[config.mk]
export PLATFORM = sky130hd
export DESIGN_NAME = bcd_rtc_clock
export DESIGN_NICKNAME = d
export VERILOG_FILES = /design/src/rtl/bcd_rtc_pkg.sv /design/src/rtl/bcd_rtc_clock_digit.sv /design/src/rtl/bcd_rtc_clock.sv
export SDC_FILE = /design/constraint.sdc
export NUM_CORES = 1
export LEC_CHECK = 0
export ABC_CLOCK_PERIOD_IN_PS = 4500
export BUFFER_PORTS_ARGS = -buffer_cell sky130_fd_sc_hd__buf_2
export CAP_MARGIN = 20
export CORE_MARGIN = 2
export CORE_UTILIZATION = 40
export CTS_BUF_LIST = sky130_fd_sc_hd__clkbuf_2
export CTS_CLUSTER_DIAMETER = 80
export CTS_CLUSTER_SIZE = 24
export DETAILED_ROUTE_END_ITERATION = 12
export RECOVER_POWER = 100
export SYNTH_ARGS = -nofsm -noshare
export SYNTH_HDL_FRONTEND = slang
export SYNTH_SLANG_ARGS = --single-unit
[constraint.sdc]
create_clock -name clk_i -period 4.5 [get_ports clk_i]
set_clock_uncertainty 0.1 [all_clocks]
set_input_delay 0.225 -clock clk_i [delete_from_list [all_inputs] [get_ports clk_i]]
set_output_delay 0.225 -clock clk_i [all_outputs]
set_load 0.1 [all_outputs]
[src/rtl/bcd_rtc_pkg.sv]
// Shared types, digit limits and time validation for the BCD real-time clock.
package bcd_rtc_pkg;

  typedef logic [3:0] bcd_t;

  // Time of day in 24-hour BCD, laid out as {hh,hl,mh,ml,sh,sl}.
  typedef struct packed {
    bcd_t hh;
    bcd_t hl;
    bcd_t mh;
    bcd_t ml;
    bcd_t sh;
    bcd_t sl;
  } time_t;

  // Alarm HH:MM in 24-hour BCD, laid out as {hh,hl,mh,ml}.
  typedef struct packed {
    bcd_t hh;
    bcd_t hl;
    bcd_t mh;
    bcd_t ml;
  } alarm_t;

  localparam bcd_t DIGIT_MAX_5 = 4'd5;
  localparam bcd_t DIGIT_MAX_9 = 4'd9;
  localparam bcd_t HOUR_MAX_HI = 4'd2;  // hour 23, tens digit
  localparam bcd_t HOUR_MAX_LO = 4'd3;  // hour 23, units digit

  // Digit-wise range check of a time value to be loaded.
  function automatic logic bcd_time_valid(input time_t t);
    logic ok_s;
    ok_s = (t.hh <= HOUR_MAX_HI) &&
           (t.hl <= DIGIT_MAX_9) &&
           !((t.hh == HOUR_MAX_HI) && (t.hl > HOUR_MAX_LO)) &&
           (t.mh <= DIGIT_MAX_5) &&
           (t.ml <= DIGIT_MAX_9) &&
           (t.sh <= DIGIT_MAX_5) &&
           (t.sl <= DIGIT_MAX_9);
    return ok_s;
  endfunction

endpackage

[src/rtl/bcd_rtc_clock_digit.sv]
// Single BCD digit counter 0..MAX with load, clear and carry-out.
module bcd_digit_counter
  import bcd_rtc_pkg::*;
#(
  parameter int MAX = 9
) (
  input  logic clk_i,
  input  logic rst_ni,
  input  logic inc_i,
  input  logic clr_i,
  input  logic load_i,
  input  bcd_t load_val_i,
  output bcd_t value_o,
  output logic carry_o
);

  bcd_t value_r;

  // Digit register: load beats clear, clear beats increment; wraps MAX -> 0.
  always_ff @(posedge clk_i or negedge rst_ni) begin
    if (!rst_ni) begin
      value_r <= 4'd0;
    end else if (load_i) begin
      value_r <= load_val_i;
    end else if (clr_i) begin
      value_r <= 4'd0;
    end else if (inc_i) begin
      value_r <= (value_r == bcd_t'(MAX)) ? 4'd0 : (value_r + 4'd1);
    end else begin
      value_r <= value_r;
    end
  end

  assign value_o = value_r;
  // Carry fires when this increment rolls the digit over.
  assign carry_o = inc_i & (value_r == bcd_t'(MAX));

endmodule

[src/rtl/bcd_rtc_clock.sv]
// BCD HH:MM:SS time-of-day counter with prescaler, 12/24h display,
// validated time load, daily HH:MM alarm and rollover strobes.
module bcd_rtc_clock
  import bcd_rtc_pkg::*;
#(
  parameter int CLK_DIV   = 32768,
  parameter bit HAS_ALARM = 1'b1
) (
  input  logic        clk_i,
  input  logic        rst_ni,
  input  logic        en_i,
  input  logic        mode12_i,
  input  logic        set_valid_i,
  input  logic [23:0] set_time_i,
  output logic        set_err_o,
  input  logic        alarm_set_i,
  input  logic [15:0] alarm_time_i,
  input  logic        alarm_en_i,
  output logic        alarm_o,
  output logic        tick_o,
  output logic        day_wrap_o,
  output logic        pm_o,
  output logic [3:0]  hours_high_o,
  output logic [3:0]  hours_low_o,
  output logic [3:0]  minutes_high_o,
  output logic [3:0]  minutes_low_o,
  output logic [3:0]  seconds_high_o,
  output logic [3:0]  seconds_low_o
);

  localparam int PW = (CLK_DIV > 1) ? $clog2(CLK_DIV) : 1;
  localparam logic [PW-1:0] PRESC_LAST = PW'(CLK_DIV - 1);

  logic [PW-1:0] presc_r;
  time_t         set_time_s;
  logic          set_ok_s;
  logic          load_ok_s;
  logic          load_bad_s;
  logic          tick_s;
  logic          adv_s;

  bcd_t sl_s, sh_s, ml_s, mh_s;
  logic c_sl_s, c_sh_s, c_ml_s, c_mh_s;

  bcd_t   hh_r, hl_r;
  bcd_t   hh_nx_s, hl_nx_s, mh_nx_s, ml_nx_s;
  logic   hour_wrap_s;
  alarm_t next_hm_s;

  bcd_t disp_hh_s, disp_hl_s;
  logic pm_s;

  assign set_time_s = time_t'(set_time_i);
  assign set_ok_s   = bcd_time_valid(set_time_s);
  assign load_ok_s  = set_valid_i & set_ok_s;
  assign load_bad_s = set_valid_i & ~set_ok_s;
  assign tick_s     = en_i & (presc_r == PRESC_LAST);
  // A valid load swallows a coincident tick.
  assign adv_s      = tick_s & ~load_ok_s;

  // Prescaler: restarts on a valid load, wraps on the tick, holds when disabled.
  always_ff @(posedge clk_i or negedge rst_ni) begin
    if (!rst_ni) begin
      presc_r <= '0;
    end else if (load_ok_s) begin
      presc_r <= '0;
    end else if (tick_s) begin
      presc_r <= '0;
    end else if (en_i) begin
      presc_r <= presc_r + {{(PW-1){1'b0}}, 1'b1};
    end else begin
      presc_r <= presc_r;
    end
  end

  bcd_digit_counter #(.MAX(9)) u_sl (
    .clk_i(clk_i), .rst_ni(rst_ni), .inc_i(adv_s), .clr_i(1'b0),
    .load_i(load_ok_s), .load_val_i(set_time_s.sl), .value_o(sl_s), .carry_o(c_sl_s)
  );
  bcd_digit_counter #(.MAX(5)) u_sh (
    .clk_i(clk_i), .rst_ni(rst_ni), .inc_i(c_sl_s), .clr_i(1'b0),
    .load_i(load_ok_s), .load_val_i(set_time_s.sh), .value_o(sh_s), .carry_o(c_sh_s)
  );
  bcd_digit_counter #(.MAX(9)) u_ml (
    .clk_i(clk_i), .rst_ni(rst_ni), .inc_i(c_sh_s), .clr_i(1'b0),
    .load_i(load_ok_s), .load_val_i(set_time_s.ml), .value_o(ml_s), .carry_o(c_ml_s)
  );
  bcd_digit_counter #(.MAX(5)) u_mh (
    .clk_i(clk_i), .rst_ni(rst_ni), .inc_i(c_ml_s), .clr_i(1'b0),
    .load_i(load_ok_s), .load_val_i(set_time_s.mh), .value_o(mh_s), .carry_o(c_mh_s)
  );

  // Next hour pair: 09->10, 19->20, 23->00 on a minute-tens carry.
  always_comb begin
    hh_nx_s     = hh_r;
    hl_nx_s     = hl_r;
    hour_wrap_s = 1'b0;
    if (c_mh_s) begin
      if ((hh_r == HOUR_MAX_HI) && (hl_r == HOUR_MAX_LO)) begin
        hh_nx_s     = 4'd0;
        hl_nx_s     = 4'd0;
        hour_wrap_s = 1'b1;
      end else if (hl_r == DIGIT_MAX_9) begin
        hh_nx_s = hh_r + 4'd1;
        hl_nx_s = 4'd0;
      end else begin
        hl_nx_s = hl_r + 4'd1;
      end
    end else begin
      hh_nx_s = hh_r;
      hl_nx_s = hl_r;
    end
  end

  // Hour pair register.
  always_ff @(posedge clk_i or negedge rst_ni) begin
    if (!rst_ni) begin
      hh_r <= 4'd0;
      hl_r <= 4'd0;
    end else if (load_ok_s) begin
      hh_r <= set_time_s.hh;
      hl_r <= set_time_s.hl;
    end else begin
      hh_r <= hh_nx_s;
      hl_r <= hl_nx_s;
    end
  end

  // Minute digits as they will read after this cycle's advance (alarm compare).
  assign mh_nx_s   = c_mh_s ? 4'd0 : (c_ml_s ? (mh_s + 4'd1) : mh_s);
  assign ml_nx_s   = c_ml_s ? 4'd0 : (c_sh_s ? (ml_s + 4'd1) : ml_s);
  assign next_hm_s = '{hh: hh_nx_s, hl: hl_nx_s, mh: mh_nx_s, ml: ml_nx_s};

  // Registered strobes, aligned with the cycle the new time becomes visible.
  always_ff @(posedge clk_i or negedge rst_ni) begin
    if (!rst_ni) begin
      tick_o     <= 1'b0;
      day_wrap_o <= 1'b0;
      set_err_o  <= 1'b0;
    end else begin
      tick_o     <= adv_s;
      day_wrap_o <= hour_wrap_s;
      set_err_o  <= load_bad_s;
    end
  end

  if (HAS_ALARM) begin : g_alarm
    alarm_t alarm_r;

    // Alarm time register, loaded unchecked.
    always_ff @(posedge clk_i or negedge rst_ni) begin
      if (!rst_ni) begin
        alarm_r <= '0;
      end else if (alarm_set_i) begin
        alarm_r <= alarm_t'(alarm_time_i);
      end else begin
        alarm_r <= alarm_r;
      end
    end

    // Alarm fires only on an advance into HH:MM:00, against the pre-update alarm value.
    always_ff @(posedge clk_i or negedge rst_ni) begin
      if (!rst_ni) begin
        alarm_o <= 1'b0;
      end else begin
        alarm_o <= alarm_en_i & c_sh_s & (alarm_r == next_hm_s);
      end
    end
  end else begin : g_no_alarm
    assign alarm_o = 1'b0;
  end

  // Display hour mapping for 12/24h mode and the PM flag.
  always_comb begin
    pm_s      = (hh_r == 4'd2) | ((hh_r == 4'd1) & (hl_r >= 4'd2));
    disp_hh_s = hh_r;
    disp_hl_s = hl_r;
    if (mode12_i) begin
      if ((hh_r == 4'd0) && (hl_r == 4'd0)) begin
        disp_hh_s = 4'd1;
        disp_hl_s = 4'd2;
      end else if ((hh_r == 4'd1) && (hl_r >= 4'd3)) begin
        disp_hh_s = 4'd0;
        disp_hl_s = hl_r - 4'd2;
      end else if ((hh_r == 4'd2) && (hl_r <= 4'd1)) begin
        disp_hh_s = 4'd0;
        disp_hl_s = hl_r + 4'd8;
      end else if (hh_r == 4'd2) begin
        disp_hh_s = 4'd1;
        disp_hl_s = hl_r - 4'd2;
      end else begin
        disp_hh_s = hh_r;
        disp_hl_s = hl_r;
      end
    end else begin
      disp_hh_s = hh_r;
      disp_hl_s = hl_r;
    end
  end

  assign pm_o           = pm_s;
  assign hours_high_o   = disp_hh_s;
  assign hours_low_o    = disp_hl_s;
  assign minutes_high_o = mh_s;
  assign minutes_low_o  = ml_s;
  assign seconds_high_o = sh_s;
  assign seconds_low_o  = sl_s;

endmodule

==> summary.txt <==
Global route
  – Vias in the first global route: about 3400
  – First-pass GRT wire length: around 17000 um
  – GRT overflow: 0
  – Initial antenna violation count: 0
  – Total GRT Usage: 21.5%
  – Largest net degree at the start of global routing: 60

Clock network
  – TritonCTS buffer count: 9
  – CTS tree: done
  – Clock root cell: clkbuf_2
  – Worst-skew pair later-pin latency: roughly 0.50 ns
  – CTS Sinks: around 60
  – Clock buffer depth: 2
  – Htree depth: 3
  – Clock slew at reported path FFs: ~0.20 ns

Setup path
  – CP cell instances: ha_1, nand4_1, nor3_1, nand3_1, buf_4, nor4_2, nand4_1, a32oi_1, o211ai_1, nor4_2
  – Worst r2r dst: alarm_o
  – Reg2reg setup slack: between 1 and 1.5 ns
  – CP max stage cell: nor3_1
  – Worst R2R Path Depth: 10
  – WP depth: 10
  – Nature of the critical path endpoint: flip-flop
  – Crit Path Category: reg2reg
  – Worst r2r src: presc_r[0]
  – Worst EP required: approximately 4.8 ns
  – Delay-heaviest family, CP: simple AND/OR/NAND/NOR gates
  – Crit-path max cell delay: 0.56 ns
  – Buf/Inv on CP: 1
  – Worst path arrival time: between 3 and 4 ns
  – Worst-path maximum fanout: 20
  – Startpoint Class: flip-flop

Logic synthesis
  – Sequential-to-total area share from yosys stat: 39.5%
  – Area leader, netlist: dfrtp_1
  – Netlist Area Pre-Place: roughly 3700 sq um
  – Syn nets: about 480
  – Async SR Flop Fraction: 100%
  – Largest cells by area after synthesis: dfrtp_1 (39%), nand2_1 (4.4%), nor2_1 (4.2%)
  – Yosys warning count: 0
  – Seq cells post-synth: 59
  – Top_reg_cell synth: dfrtp_1
  – Post-synth cell types: 65
  – Avg Cell Area, Syn: ~9 sq um
  – Synth top area share: a little under 40%
  – Post-synth EDFFs: 0
  – Post-Syn Instances: 419

Place
  – GPL Wtd Cong: roughly 0.86
  – DPL Wire Length: between 7000 and 8000 um
  – Placed Instance Area: approximately 4200 sq um
  – Worst slack at placement: 1.35 ns
  – Port-buffer cells: 75

Worst hold path
  – Hold endpoint: set_err_o
  – Worst Hold Class: in2reg
  – Min-delay src: set_time_i[7]
  – Worst hold path depth: 4

Layout
  – Syn-to-layout area delta: 23.4%
  – # fillers: ~880
  – Fin nets: ~600
  – Design Area, Final: approximately 4600 sq um
  – Layout cells sized above 1: roughly 16%
  – ANT cells: 0
  – Storage cell area: between 1000 and 1500 sq um
  – Multi-input combinational cell area: between 2000 and 2500 sq um

Routing
  – Top routing layer in use: met4
  – Final wirelength: roughly 10000 um
  – Met2 wire len: approximately 4500 um
  – Remaining DRCs: 0
  – WL met3: ~590 um
  – Routed len/inst: 16.0 um
  – Metal-1 WL: between 5000 and 6000 um
  – Vias/cell: 5.51
  – DRT Pass-1 Iters: 4
  – Vias: 3524
  – Remaining antenna violation count: 0
  – Initial drt markers: approximately 260

STA
  – Final worst slack: 1.03 ns
  – Rel. slew slack: under 10%
  – Tightest Pin Transition: ~1.4 ns
  – RSZ-0062 raised after global routing: false
  – Count of final hold-check violations: 0
  – Fin. max-slew vios: 0
  – Post-layout min period: between 3 and 4 ns
  – Fin crit share: ~77%
  – Fmax: approximately 290 MHz
  – Fin Hold WS: between 0.008 and 0.009 ns
  – Setup TNS: 0 ns
  – Final setup violation count: 0

Outcome
  – Status: finished, final reports clean

Die
  – Die Y: 101 um
  – I/O pins: 76
  – Die width: just over 100 um
  – Starting density of the core: between 40% and 50%
  – Die area: roughly 10000 sq um
  – Core ar.: 9150 sq um
  – Row cnt: 35

Job
  – Max Cap Violations: 0

Power
  – Pleak: slightly below 2 nW
  – Power Density: between 300 and 400 nW/um^2
  – Peak VDD IR: 0.000164 V
==> repair_timing <==
action | in CTS | in global routing
buffers inserted | 0 | 0
gates resized for setup | 0 | 0
setup endpoints to repair | 0 | 0
hold buffers | 39 | 0
hold endpoints to repair | 100 | 0
==> logic make-up after synthesis <==
group,Yosys count,synth area share (%)
AND/OR/NAND/NOR,172,24.6
AO/OA/AOI/OAI,95,17.0
flip-flops,59,39.5
buffers and inverters,39,4.21
XOR/XNOR,26,6.08
multiplexers,17,4.98
adder cells (fa/ha/maj),11,3.68
==> sequential cells by signal, indices dropped and copies added, names as in the netlist <==
name / count
u_sl.value_o: 4
u_sh.value_o: 4
tick_o: 1
set_err_o: 1
presc_r: 15
alarm_o: 1
hl_r: 4
day_wrap_o: 1
g_alarm.alarm_r: 16
u_mh.value_o: 4
hh_r: 4
u_ml.value_o: 4
==> worst max path at each step <==
stage,start,endpoint,slack [ns]
2_1_floorplan,hh_r[1],hours_low_o[2],0.79
3_3_place_gp,hh_r[0],alarm_o,1.36
3_5_place_dp,hh_r[0],alarm_o,1.35
4_1_cts,hh_r[0],alarm_o,1.28
5_1_grt,presc_r[0],alarm_o,0.62
6_report,presc_r[0],alarm_o,1.03
==> power by group <==
part,switching [mW],internal (mW)
Clock,0.209,0.122
Sequential,0.0888,0.588
Combinational,0.354,0.156
Total,0.652,0.866
==> stage by stage <==
step                      instances  power [mW]  util (%)
final                           640        1.52      50.5
after global routing            640        1.61      50.5
after CTS                       640        1.53      51.3
after detailed placement        586        1.18      45.9
after global placement          586        1.18      45.9
after floorplan                 419        1.06         -
==> worst register-to-register path: stages (launching register included) <==
cell,delay [ns]
dfrtp_1,0.47
ha_1,0.20
nand4_1,0.22
nor3_1,0.56
nand3_1,0.14
buf_4,0.25
nor4_2,0.52
nand4_1,0.27
a32oi_1,0.26
o211ai_1,0.12
nor4_2,0.25
==> per-layer routing <==
layer | up-vias | global-route usage [%]
li1 | 1740 | -
met1 | 1657 | 30.9
met2 | 115 | 32.4
met3 | 12 | 4.58
met4 | 0 | 6.43
met5 | - | 0
==> final cells by class <==
| class | count | share of cell area, % |
|---|---|---|
| Inverter | 16 | 1.30 |
| Timing Repair Buffer | 118 | 16.3 |
| Clock inverter | 6 | 1.25 |
| Sequential cell | 59 | 32.0 |
| Clock buffer | 9 | 0.975 |
| Tap cell | 111 | 3.01 |
| Multi-Input combinational cell | 321 | 45.2 |
==> Yosys cell counts (8+ instances only) <==
library cell / count
mux2_2: 13
xnor2_1: 9
dfrtp_1: 59
xor2_1: 17
nor2_1: 42
o21ai_0: 25
nand2_1: 44
a31oi_1: 11
ha_1: 11
nor4_1: 8
a21oi_1: 19
nor3_1: 9
clkbuf_1: 17
inv_1: 16
nand4_1: 9
nand3_1: 16
==> cell usage in the layout (no fill, tap or decap), types with 4 or more instances in the layout <==
master,instances
dfrtp_1,59
buf_2,45
nand2_1,44
nor2_1,42
dlygate4sd3_1,39
clkbuf_1,31
o21ai_0,25
a21oi_1,19
xor2_1,17
inv_1,16
nand3_1,16
mux2_2,13
a31oi_1,11
ha_1,11
nor3_1,10
nand4_1,9
xnor2_1,9
clkbuf_2,9
nor4_1,8
and3_1,5
o31ai_1,5
or4_1,4
nand3b_1,4
or3_1,4
mux2i_1,4
Power figures use the tool's default switching activity.
